**config.mk**
```make
export PLATFORM = sky130hd
export DESIGN_NAME = mmio_seq_ctrl_flat
export DESIGN_NICKNAME = d
export VERILOG_FILES = /design/src/rtl/mmio_pkg.sv /design/src/rtl/mmio_seq_ctrl_if.sv /design/src/rtl/mmio_timer.sv /design/src/rtl/mmio_seq_ctrl.sv /design/src/flat_wrapper.sv
export SDC_FILE = /design/constraint.sdc
export NUM_CORES = 1
export LEC_CHECK = 0
export BUFFER_PORTS_ARGS = -buffer_cell sky130_fd_sc_hd__buf_4
export CAP_MARGIN = 20
export CORE_ASPECT_RATIO = 0.6
export CORE_MARGIN = 2
export CORE_UTILIZATION = 45
export DETAILED_ROUTE_END_ITERATION = 16
export GPL_TIMING_DRIVEN = 0
export PLACE_DENSITY = 0.79
export SLEW_MARGIN = 10
export SYNTH_ARGS = -nofsm -noshare
export SYNTH_HDL_FRONTEND = slang
export SYNTH_SLANG_ARGS = --single-unit
export TNS_END_PERCENT = 30
```
**constraint.sdc**
```tcl
create_clock -name clk -period 2 [get_ports clk]
set_input_delay 0.2 -clock clk [delete_from_list [all_inputs] [get_ports clk]]
set_output_delay 0.2 -clock clk [all_outputs]
set_load 0.005 [all_outputs]
```
**src/rtl/mmio_pkg.sv**
```systemverilog
// Shared opcode constants, FSM state type and defaults for the MMIO sequencer.
package mmio_pkg;

    localparam logic [2:0] OP_WR0  = 3'd0;
    localparam logic [2:0] OP_WR1  = 3'd1;
    localparam logic [2:0] OP_RD0  = 3'd2;
    localparam logic [2:0] OP_RD1  = 3'd3;
    localparam logic [2:0] OP_NONE = 3'd4;

    localparam int DEF_TIMEOUT = 255;

    typedef enum logic [1:0] {
        IDLE = 2'd0,
        REQ  = 2'd1,
        DONE = 2'd2
    } state_e;

    function automatic logic is_valid_op(input logic [2:0] op);
        return op <= OP_RD1;
    endfunction

    function automatic logic is_write_op(input logic [2:0] op);
        return op < OP_RD0;
    endfunction

endpackage

```
**src/rtl/mmio_seq_ctrl_if.sv**
```systemverilog
// CPU-side and peripheral-side signal bundle of the MMIO sequencer.
interface mmio_seq_ctrl_if;

    logic [2:0]  opcode;
    logic        start;
    logic [31:0] wdata;
    logic        stall;
    logic        per_req;
    logic [1:0]  per_sel;
    logic        per_we;
    logic [31:0] per_wdata;
    logic        per_ack;
    logic [31:0] per_rdata;
    logic [31:0] rdata;
    logic        rdata_valid;
    logic        err;

    modport master (
        output opcode, start, wdata, per_ack, per_rdata,
        input  stall, per_req, per_sel, per_we, per_wdata,
        input  rdata, rdata_valid, err
    );

    modport slave (
        input  opcode, start, wdata, per_ack, per_rdata,
        output stall, per_req, per_sel, per_we, per_wdata,
        output rdata, rdata_valid, err
    );

endinterface

```
**src/rtl/mmio_timer.sv**
```systemverilog
// REQ-state watchdog counter; expired flags the last allowed REQ cycle.
module mmio_timer (
    input  logic       clk,
    input  logic       rstn,
    input  logic       clear,
    input  logic       enable,
    input  logic [7:0] limit,
    output logic       expired
);

    logic [7:0] count;

    always_ff @(posedge clk or negedge rstn) begin
        if (!rstn) begin
            count <= 8'd0;
        end else if (clear) begin
            count <= 8'd0;
        end else if (enable) begin
            count <= count + 8'd1;
        end
    end

    // count holds the number of REQ cycles already completed
    assign expired = enable && (count == limit - 8'd1);

endmodule

```
**src/rtl/mmio_seq_ctrl.sv**
```systemverilog
// MMIO request sequencer: IDLE -> REQ -> DONE handshake toward one peripheral.
// Optional REQ watchdog enabled by defining MMIO_TIMEOUT_EN.
module mmio_seq_ctrl
    import mmio_pkg::*;
#(
    parameter int TIMEOUT_CYCLES = DEF_TIMEOUT
) (
    input logic            clk,
    input logic            rstn,
    mmio_seq_ctrl_if.slave bus
);

    state_e      state_q;
    state_e      state_d;
    logic [2:0]  op_q;
    logic [31:0] wdata_q;
    logic [31:0] rdata_q;
    logic        accept;
    logic        in_req;
    logic        expired;

    assign in_req = (state_q == REQ);
    assign accept = rstn && (state_q == IDLE) && bus.start && is_valid_op(bus.opcode);

`ifdef MMIO_TIMEOUT_EN
    logic err_q;

    mmio_timer u_timer (
        .clk     (clk),
        .rstn    (rstn),
        .clear   (accept),
        .enable  (in_req),
        .limit   (8'(TIMEOUT_CYCLES)),
        .expired (expired)
    );

    // ack in the expiring cycle still counts as a normal completion
    always_ff @(posedge clk or negedge rstn) begin
        if (!rstn) begin
            err_q <= 1'b0;
        end else if (in_req && expired && !bus.per_ack) begin
            err_q <= 1'b1;
        end
    end

    assign bus.err = err_q;
`else
    assign expired = 1'b0;
    assign bus.err = 1'b0;
`endif

    always_ff @(posedge clk or negedge rstn) begin
        if (!rstn) begin
            state_q <= IDLE;
        end else begin
            state_q <= state_d;
        end
    end

    always_comb begin
        state_d = state_q;
        unique case (state_q)
            IDLE: if (accept) state_d = REQ;
            REQ:  if (bus.per_ack || expired) state_d = DONE;
            DONE: state_d = IDLE;
            default: state_d = IDLE;
        endcase
    end

    always_ff @(posedge clk or negedge rstn) begin
        if (!rstn) begin
            op_q    <= 3'd0;
            wdata_q <= 32'd0;
        end else if (accept) begin
            op_q    <= bus.opcode;
            wdata_q <= bus.wdata;
        end
    end

    always_ff @(posedge clk or negedge rstn) begin
        if (!rstn) begin
            rdata_q <= 32'd0;
        end else if (in_req && !is_write_op(op_q)) begin
            unique case (1'b1)
                bus.per_ack: rdata_q <= bus.per_rdata;
                expired:     rdata_q <= 32'hFFFF_FFFF;
                default:     rdata_q <= rdata_q;
            endcase
        end
    end

    assign bus.stall       = accept || in_req;
    assign bus.per_req     = in_req;
    assign bus.per_sel     = in_req ? op_q[1:0] : 2'b00;
    assign bus.per_we      = in_req && is_write_op(op_q);
    assign bus.per_wdata   = in_req ? wdata_q : 32'd0;
    assign bus.rdata       = rdata_q;
    assign bus.rdata_valid = (state_q == DONE);

endmodule
```
**src/flat_wrapper.sv**
```systemverilog
// flat-port wrapper written by rule: the top's interface ports become plain ports
module mmio_seq_ctrl_flat import mmio_pkg::*;
#(
    parameter int TIMEOUT_CYCLES = DEF_TIMEOUT
)
  (clk, rstn, bus_opcode, bus_start, bus_wdata, bus_per_ack, bus_per_rdata, bus_stall, bus_per_req, bus_per_sel, bus_per_we, bus_per_wdata, bus_rdata, bus_rdata_valid, bus_err);
  mmio_seq_ctrl_if bus_i ();
  input logic clk;
  input logic rstn;
  input wire logic [$bits(bus_i.opcode)-1:0] bus_opcode;
  input wire logic [$bits(bus_i.start)-1:0] bus_start;
  input wire logic [$bits(bus_i.wdata)-1:0] bus_wdata;
  input wire logic [$bits(bus_i.per_ack)-1:0] bus_per_ack;
  input wire logic [$bits(bus_i.per_rdata)-1:0] bus_per_rdata;
  output wire logic [$bits(bus_i.stall)-1:0] bus_stall;
  output wire logic [$bits(bus_i.per_req)-1:0] bus_per_req;
  output wire logic [$bits(bus_i.per_sel)-1:0] bus_per_sel;
  output wire logic [$bits(bus_i.per_we)-1:0] bus_per_we;
  output wire logic [$bits(bus_i.per_wdata)-1:0] bus_per_wdata;
  output wire logic [$bits(bus_i.rdata)-1:0] bus_rdata;
  output wire logic [$bits(bus_i.rdata_valid)-1:0] bus_rdata_valid;
  output wire logic [$bits(bus_i.err)-1:0] bus_err;
  assign bus_i.opcode = bus_opcode;
  assign bus_i.start = bus_start;
  assign bus_i.wdata = bus_wdata;
  assign bus_i.per_ack = bus_per_ack;
  assign bus_i.per_rdata = bus_per_rdata;
  assign bus_stall = bus_i.stall;
  assign bus_per_req = bus_i.per_req;
  assign bus_per_sel = bus_i.per_sel;
  assign bus_per_we = bus_i.per_we;
  assign bus_per_wdata = bus_i.per_wdata;
  assign bus_rdata = bus_i.rdata;
  assign bus_rdata_valid = bus_i.rdata_valid;
  assign bus_err = bus_i.err;
  mmio_seq_ctrl #(.TIMEOUT_CYCLES(TIMEOUT_CYCLES)) u_core (.clk(clk), .rstn(rstn), .bus(bus_i));
endmodule
```
* Yosys cells after proc, flatten, opt, wreduce, memory -nomap -nowiden
Cells that the tools add are included.
** Storage, ports and cells
- Flip-flop bits (word level) :: 69
- Bits of input ports :: 71
- Output and inout port bits :: 71
- Logic and storage cells :: 25
** Operators by class
- $lt $le $gt $ge :: 2
- Equality and inequality tests :: 4
- Muxes and demuxes :: 5
- Reductions and logical operators :: 10
** Operators with widths (number)
- $mux W32 :: 1
- $mux W2 :: 3
- $logic_and A1 B1 Y1 :: 5
- $pmux W2 S2 :: 1
- $reduce_and A2 Y1 :: 2
- $le A3 B2 Y1 const B :: 1
- $lt A3 B2 Y1 const B :: 1
- $eq A2 B1 Y1 const B :: 1
- $eq A2 B2 Y1 const B :: 1
- $logic_not A2 Y1 :: 1
- $ne A2 B1 Y1 const B :: 1
- $ne A2 B2 Y1 const B :: 1
- $logic_not A1 Y1 :: 1
- $logic_or A1 B1 Y1 :: 1

* Longest topological paths before layout
Gate-level depths: netlist (run 1).
- Depth after elaboration :: 6
- Mapped depth :: 5
- Gate-level depth less buffers :: 4

* Worst setup path after synthesis (run 1)
Ideal clock, no wire load.
- Path kind :: flip-flop to flip-flop
- Start point :: register u_core.state_q[0]
- End point :: register u_core.op_q[0]
- Setup time :: 0.125 ns
- Arrival time :: 1.508 ns
- Path slack :: 0.368 ns
- Cell stages (with the launch flop) :: 4
- Cell sequence :: dfrtp_1 -> nor4_4 -> buf_6 -> mux2_2
** On the way
- Longest elaborated chain between the ends :: 4
** RTL lines
- start: declaration :: RTL line mmio_seq_ctrl.sv:13 : state_e state_q;
- start signal: assignment :: RTL line mmio_seq_ctrl.sv:56 : state_q <= state_d;
- $logic_not A2 Y1 :: RTL line mmio_seq_ctrl.sv:23 : assign accept = rstn && (state_q == IDLE) && bus.start && is_valid_op(bus.opcode);
- $logic_and A1 B1 Y1 (3 in a row) :: RTL line mmio_seq_ctrl.sv:23
- end signal: assignment :: RTL line mmio_seq_ctrl.sv:75 : op_q <= bus.opcode;
- end: declaration :: RTL line mmio_seq_ctrl.sv:15 : logic [2:0] op_q;
No other way between the ends.
A chain may end at the register's enable or synchronous reset.

* Worst setup path after layout (run 1)
- Start point :: input port rstn
- End point :: output port bus_stall
** On the way
- Longest elaborated chain between the ends :: 4
** RTL lines
- start: declaration :: RTL line flat_wrapper.sv:9 : input logic rstn;
- $logic_and A1 B1 Y1 (3 in a row) :: RTL line mmio_seq_ctrl.sv:23
- $logic_or A1 B1 Y1 :: RTL line mmio_seq_ctrl.sv:92 : assign bus.stall = accept || in_req;
- end: declaration :: RTL line flat_wrapper.sv:15 : output wire logic [$bits(bus_i.stall)-1:0] bus_stall;
No other way between the ends.

==> results of run 1 <==
-- power groups by stage --
stage | sequential, mW | clock, mW | combinational, mW
after floorplan | 2.15 | 0 | 0.543
after CTS | 2.14 | 1.26 | 1.40
final | 2.14 | 1.22 | 1.38
after global routing | 2.21 | 1.32 | 1.49
after detailed placement | 2.17 | 0 | 1.40
after global placement | 2.13 | 0 | 1.36
-- final cells by class --
cell class                      instances  area share, %
Buffer                                 10           1.69
Timing Repair Buffer                  141           25.2
Inverter                                1         0.0889
Tap cell                               84           2.49
Clock inverter                          4           1.72
Multi-Input combinational cell        111           24.6
Sequential cell                        69           40.9
Clock buffer                           11           3.35
-- worst reg2reg max path, cell delays in order (launching register included) --
cell and delay, ns:
dfrtp_1 0.41, nand2b_1 0.20, inv_2 0.16, o211a_2 0.26, buf_2 0.27, mux2_2 0.37
-- state kept, by name, summed over array words and instances, names as in the netlist --
name	count
u_core.bus.rdata	32
u_core.wdata_q	32
u_core.op_q	3
u_core.state_q	2
-- Yosys cell counts --
library cell | count | area (um^2)
nor4_4 | 1 | 21.3
mux2_2 | 63 | 709
buf_6 | 3 | 33.8
o21bai_1 | 1 | 7.51
buf_2 | 3 | 15.0
conb_1 | 1 | 3.75
nor2b_1 | 2 | 12.5
nor3_1 | 1 | 5.00
dfrtp_1 | 69 | 1730
buf_4 | 1 | 7.51
nand2b_1 | 1 | 6.26
clkbuf_1 | 4 | 15.0
o211a_2 | 1 | 10.0
or2_2 | 1 | 6.26
mux2_1 | 3 | 33.8
nand2_1 | 1 | 3.75
and2_1 | 35 | 219
inv_1 | 1 | 3.75
-- repair_timing --
item / CTS / global route
setup endpoints to repair: 58 / 59
setup buffers: 1 / 0
pin swaps: 1 / 0
endpoints found under the hold margin: 69 / 69
resized for setup: 4 / 1
-- path summary, 6_finish.rpt --
check                                    from                  end  slack [ns]  depth (start not counted)
max                                      rstn            bus_stall        0.13                          6
min                                      rstn   u_core.wdata_q[19]       -0.15                          1
max reg2reg                 u_core.state_q[1]  u_core.bus.rdata[6]        0.20                          5
min reg2reg                u_core.wdata_q[23]   u_core.wdata_q[23]        0.49                          1
max in group asynchronous                rstn       u_core.op_q[1]        1.68                          1
min in group clk                  bus_per_ack    u_core.state_q[0]        0.08                          2
-- layer usage --
metal  routed length, um  up-vias  part of all wire, %  global-route usage (%)
met3                 643        7                   10                    9.03
met4                  61        0                 0.98                    6.33
met2                2770       90                   45                    27.6
met1                2730      978                   44                    24.3
li1                    -      950                    -                       -
met5                   0        -                    0                       0
-- logic make-up after synthesis --
family,count (synthesis),share of synthesized area [%]
other,1,0.132
AND/OR/NAND/NOR,42,9.65
buffers and inverters,12,2.64
multiplexers,66,26.2
AO/OA/AOI/OAI,2,0.617
flip-flops,69,60.8
-- cells in the final DEF (no fill, tap or decap), drive strengths merged --
master,instances
nor4,1
clkinvlp,1
nor3,1
conb,1
o21bai,1
clkinv,1
bufinv,2
clkbuf,14
o211a,1
nand2,1
buf,148
and2,35
inv,1
mux2,66
nor2b,2
nand2b,1
dfrtp,69
or2,1
-- per-stage QoR --
| step | std cells | power [mW] | cell area (um^2) |
|---|---|---|---|
| finish | 431 | 4.73 | 4220 |
| floorplan | 192 | 2.69 | 2840 |
| global placement | 416 | 3.49 | 4000 |
| detailed placement | 416 | 3.57 | 4000 |
| global route | 431 | 5.02 | 4220 |
| CTS | 431 | 4.80 | 4220 |
==> results.json, run 1 <==
{
  "via_per_inst": 4.70,
  "io_pins": 142,
  "fin_util_pct": 69.1,
  "status": "complete, but fails checks",
  "grt_max_degree": 71,
  "dp_hpwl_um": 4670,
  "track_usage_pct": 18.7,
  "cts_sinks": 69,
  "diodes": 0,
  "drc_errors": 0,
  "ir_worst_vdd_mv": 0.766,
  "ys_seq_area_share_pct": 60.8,
  "port_buffers": 140,
  "clock_skew_ns": 0.0106,
  "fmax_ghz": 0.533,
  "syn_to_final_growth_pct": 48.6,
  "power_density_mw_per_mm2": 1120,
  "max_slew_margin_pct": 57.8,
  "die_area_mm2": 0.00698,
  "grt_pass1_vias": 2063,
  "final_net_count": 414,
  "gp_congestion": 0.741,
  "crit_slowest_cell": "buf_6",
  "final-seq-area_mm2": 0.00173,
  "cp.required_ns": 1.80,
  "critPathArrivalTime_ns": 1.67,
  "multi_input_area_mm2": 0.00104,
  "antenna_found_initial": 0,
  "end_kind": "output port",
  "min_period_over_period_pct": 93.7,
  "first_pass_iters": 3,
  "clk_latency_ns": 0.33,
  "rsz0062_at_grt": "no",
  "crit_top_cell": "buf_6",
  "grt-ovfl-total": 0,
  "crit_path_max_fanout": 70,
  "p_comb_share_pct": 29.1,
  "rows": 22,
  "setup_viol": 0,
  "crit_path_max_incr_delay_ns": 0.45,
  "fin_crit_ns": 1.87,
  "ys_ff_latch": 69,
  "die_w_um": 107,
  "whs_ns": -0.149,
  "max_cap_viol_count": 0,
  "cp_top_family": "buffers and inverters",
  "clk_pin_slew_ns": 0.07,
  "hold_class": "primary input to async pin",
  "cts_tree": "built",
  "critPathKind": "primary input to output port",
  "clock-root-buffer": "clkbuf_8",
  "die_h_um": 65.5,
  "crit_buf_inv": 3,
  "synth_cells": 192,
  "initial_core_util_pct": 46.5,
  "finalMaxSlewViolations": 0,
  "wl_per_cell_um": 14.4,
  "post-route-worst-setup-slack_ns": 0.125,
  "clock_power_share_pct": 25.7,
  "wirelength_um": 6210,
  "pwr-share-seq_pct": 45.2,
  "postRouteAntennaNets": 0,
  "h-tree-depth": 3,
  "drtIter0Drc": 68,
  "core_mm2": 0.00611,
  "crit_path_start_kind": "primary input",
  "syn_nets": 263,
  "power.internal_mw": 3.57,
  "drive_above_1_share_pct": 66.9,
  "vias": 2025,
  "synth.distinct_cells": 18,
  "place_ws_ns": -0.486,
  "tns_ns": 0,
  "clock_path_buffers": 2,
  "fillers": 477,
  "grt_pass1_wl_um": 9920,
  "swShare_pct": 24.6,
  "tightestPinTransition_ns": 0.633,
  "p_leak_nw": 2.09,
  "p_sw_mw": 1.16,
  "ys_warn_count": 0,
  "syn-cell-area_mm2": 0.00284,
  "path_cells": "buf_6, nand2_1, nor4_4, buf_6, or2_2, buf_4",
  "syn_avg_cell_area_um2": 14.8,
  "hold_violations": 69,
  "cts_buffers": 9,
  "violations": "negative hold slack"
}
(Power assumes the default switching activity.)
==> run 2: changes to the inputs <==
Settings changed: CELL_PAD_IN_SITES_DETAIL_PLACEMENT set to 1, CELL_PAD_IN_SITES_GLOBAL_PLACEMENT set to 1, CORE_UTILIZATION 45 to 35, PLACE_DENSITY 0.79 to not set, PLACE_DENSITY_LB_ADDON set to 0.1.
==> run 2 against run 1 <==
Against the previous run: first-iteration DRC count down 32%; register-to-register slack worse by 0.02 ns; highest routed layer unchanged; routed wire length up 15%; via count up 1.4%; clock power up 41%; sequential power about the same; sequential share of layout area down 1.4 points; global-route usage down 1.6 points; worst setup slack better by 0.025 ns; the flow still finishes with violations (negative hold slack); total power up 11%; clock skew down 0.0060 ns; cell count up 5.8%.
==> results.json, run 2 (synthesis results as in run 1) <==
{
  "status": "complete, but fails checks",
  "violations": "negative hold slack",
  "p_leak_nw": 2.14,
  "swShare_pct": 23.8,
  "critPathKind": "flip-flop to output port",
  "clock-root-buffer": "clkbuf_16",
  "p_sw_mw": 1.25,
  "tns_ns": 0,
  "cts_sinks": 69,
  "clock_power_share_pct": 32.7,
  "cts_tree": "built",
  "drc_errors": 0,
  "max_slew_margin_pct": 63.2,
  "tightestPinTransition_ns": 0.552,
  "power.internal_mw": 4.00,
  "wl_met3_um": 714,
  "wirelength_um": 7170,
  "via_per_inst": 4.50,
  "vias": 2053,
  "met1_length_um": 3190,
  "port_buffers": 140,
  "rsz0062_at_grt": "no",
  "dp_hpwl_um": 5190,
  "gp_congestion": 0.648,
  "critPathArrivalTime_ns": 1.65,
  "rows": 25,
  "end_kind": "output port",
  "total_power_mw": 5.25,
  "diodes": 0,
  "power_density_mw_per_mm2": 1200,
  "h-tree-depth": 3,
  "grt_pass1_vias": 2161,
  "fmax_ghz": 0.541,
  "track_usage_pct": 17.2,
  "finalMaxSlewViolations": 0,
  "whs_ns": -0.130,
  "dp_cells": 440,
  "die_h_um": 73.8,
  "core_mm2": 0.00788,
  "clk_latency_ns": 0.33,
  "cts_buffers": 9,
  "first_pass_iters": 5,
  "crit_buf_inv": 3,
  "cp.required_ns": 1.80,
  "final_net_count": 414,
  "syn_to_final_growth_pct": 53.8,
  "drive_above_1_share_pct": 66.7,
  "path_cells": "nand2b_1, inv_2, clkbuf_2, and2_1, buf_4",
  "max_cap_viol_count": 0,
  "grt_max_degree": 71,
  "fin_util_pct": 55.4,
  "crit_slowest_cell": "dfrtp_1",
  "instances_no_fill": 456,
  "grt_pass1_wl_um": 11200,
  "ir_worst_vdd_mv": 0.616,
  "top_layer": "met4",
  "min_period_over_period_pct": 92.5,
  "hold_class": "primary input to async pin",
  "setup_viol": 0,
  "die_w_um": 120,
  "crit_path_start_kind": "flip-flop",
  "final_cell_mix": "141 x buf_4, 69 x dfrtp_1, 63 x mux2_2, 35 x and2_1, 9 x clkbuf_16",
  "wl_per_cell_um": 15.7,
  "cp_top_family": "buffers and inverters",
  "antenna_found_initial": 0,
  "clock_path_buffers": 2,
  "io_pins": 142,
  "pwr-share-seq_pct": 40.9,
  "clk_pin_slew_ns": 0.05,
  "drtIter0Drc": 46,
  "fin_crit_ns": 1.85,
  "fillers": 828,
  "clock_skew_ns": 0.00464,
  "hold_violations": 69,
  "crit_path_max_fanout": 11,
  "p_comb_share_pct": 26.4,
  "initial_core_util_pct": 36.0,
  "grt-ovfl-total": 0,
  "die_area_mm2": 0.00888,
  "layout_commonest_cell": "buf_4",
  "postRouteAntennaNets": 0,
  "crit_path_max_incr_delay_ns": 0.41,
  "wl_met2_um": 3170
}
==> run 2: cell types whose count changed in the layout (fill, tap and decap cells not counted), sizes merged <==
cell    change
clkinv      -1
buf         -1
clkbuf      +3
==> run 2: metal layers <==
layer / global-route usage [%] / vias to the layer above
li1: - / 954
met1: 21.9 / 1003
met2: 24.6 / 87
met3: 9.08 / 9
met4: 6.98 / 0
met5: 0 / -
==> run 2: area by class of cell <==
type	count	area, um^2	area share, %
clock buffer	13	260	5.96
multi-input combinational	111	1040	23.8
sequential	69	1730	39.5
timing repair buffer	141	1060	24.4
inverter	1	3.75	0.0859
tap	108	135	3.09
buffer	10	71.3	1.63
clock inverter	3	67.6	1.55
==> run 2: worst paths after layout <==
path / depth (start not counted) / slack [ns] / end / startpoint
max: 5 / 0.15 / bus_per_wdata[15] / u_core.state_q[1]
min: 1 / -0.13 / u_core.wdata_q[29] / rstn
max reg2reg: 5 / 0.18 / u_core.bus.rdata[7] / u_core.state_q[1]
min reg2reg: 1 / 0.49 / u_core.wdata_q[23] / u_core.wdata_q[23]
max in group asynchronous: 1 / 1.73 / u_core.bus.rdata[19] / rstn
min in group clk: 2 / 0.07 / u_core.state_q[0] / bus_per_ack
==> run 2: stage by stage <==
stage          setup slack (ns)  area, um^2
4_1_cts                   0.109        4370
5_1_grt                 0.00490        4370
3_5_place_dp             -0.546        4030
6_report                  0.150        4370
2_1_floorplan             0.368        2840
3_3_place_gp             -0.543        4030
==> run 2: power by group through the flow <==
stage	logic [mW]	clock network, mW	registers [mW]
after global routing	1.51	1.83	2.22
final	1.39	1.72	2.15
after CTS	1.42	1.78	2.16
after global placement	1.38	0	2.13
after detailed placement	1.41	0	2.17
after floorplan	0.543	0	2.15
==> run 2: what timing repair did <==
action,CTS,global route
endpoints found under the hold margin,69,69
resized for setup,5,1
endpoints found under the setup margin,58,1
setup buffers,1,0
pin swaps,1,0
==> run 2: worst register-to-register path, cell delays in order, from the launching register on <==
cell and delay, ns:
dfrtp_1 0.41, nand2b_1 0.21, inv_2 0.18, o211a_2 0.26, buf_2 0.28, mux2_2 0.37
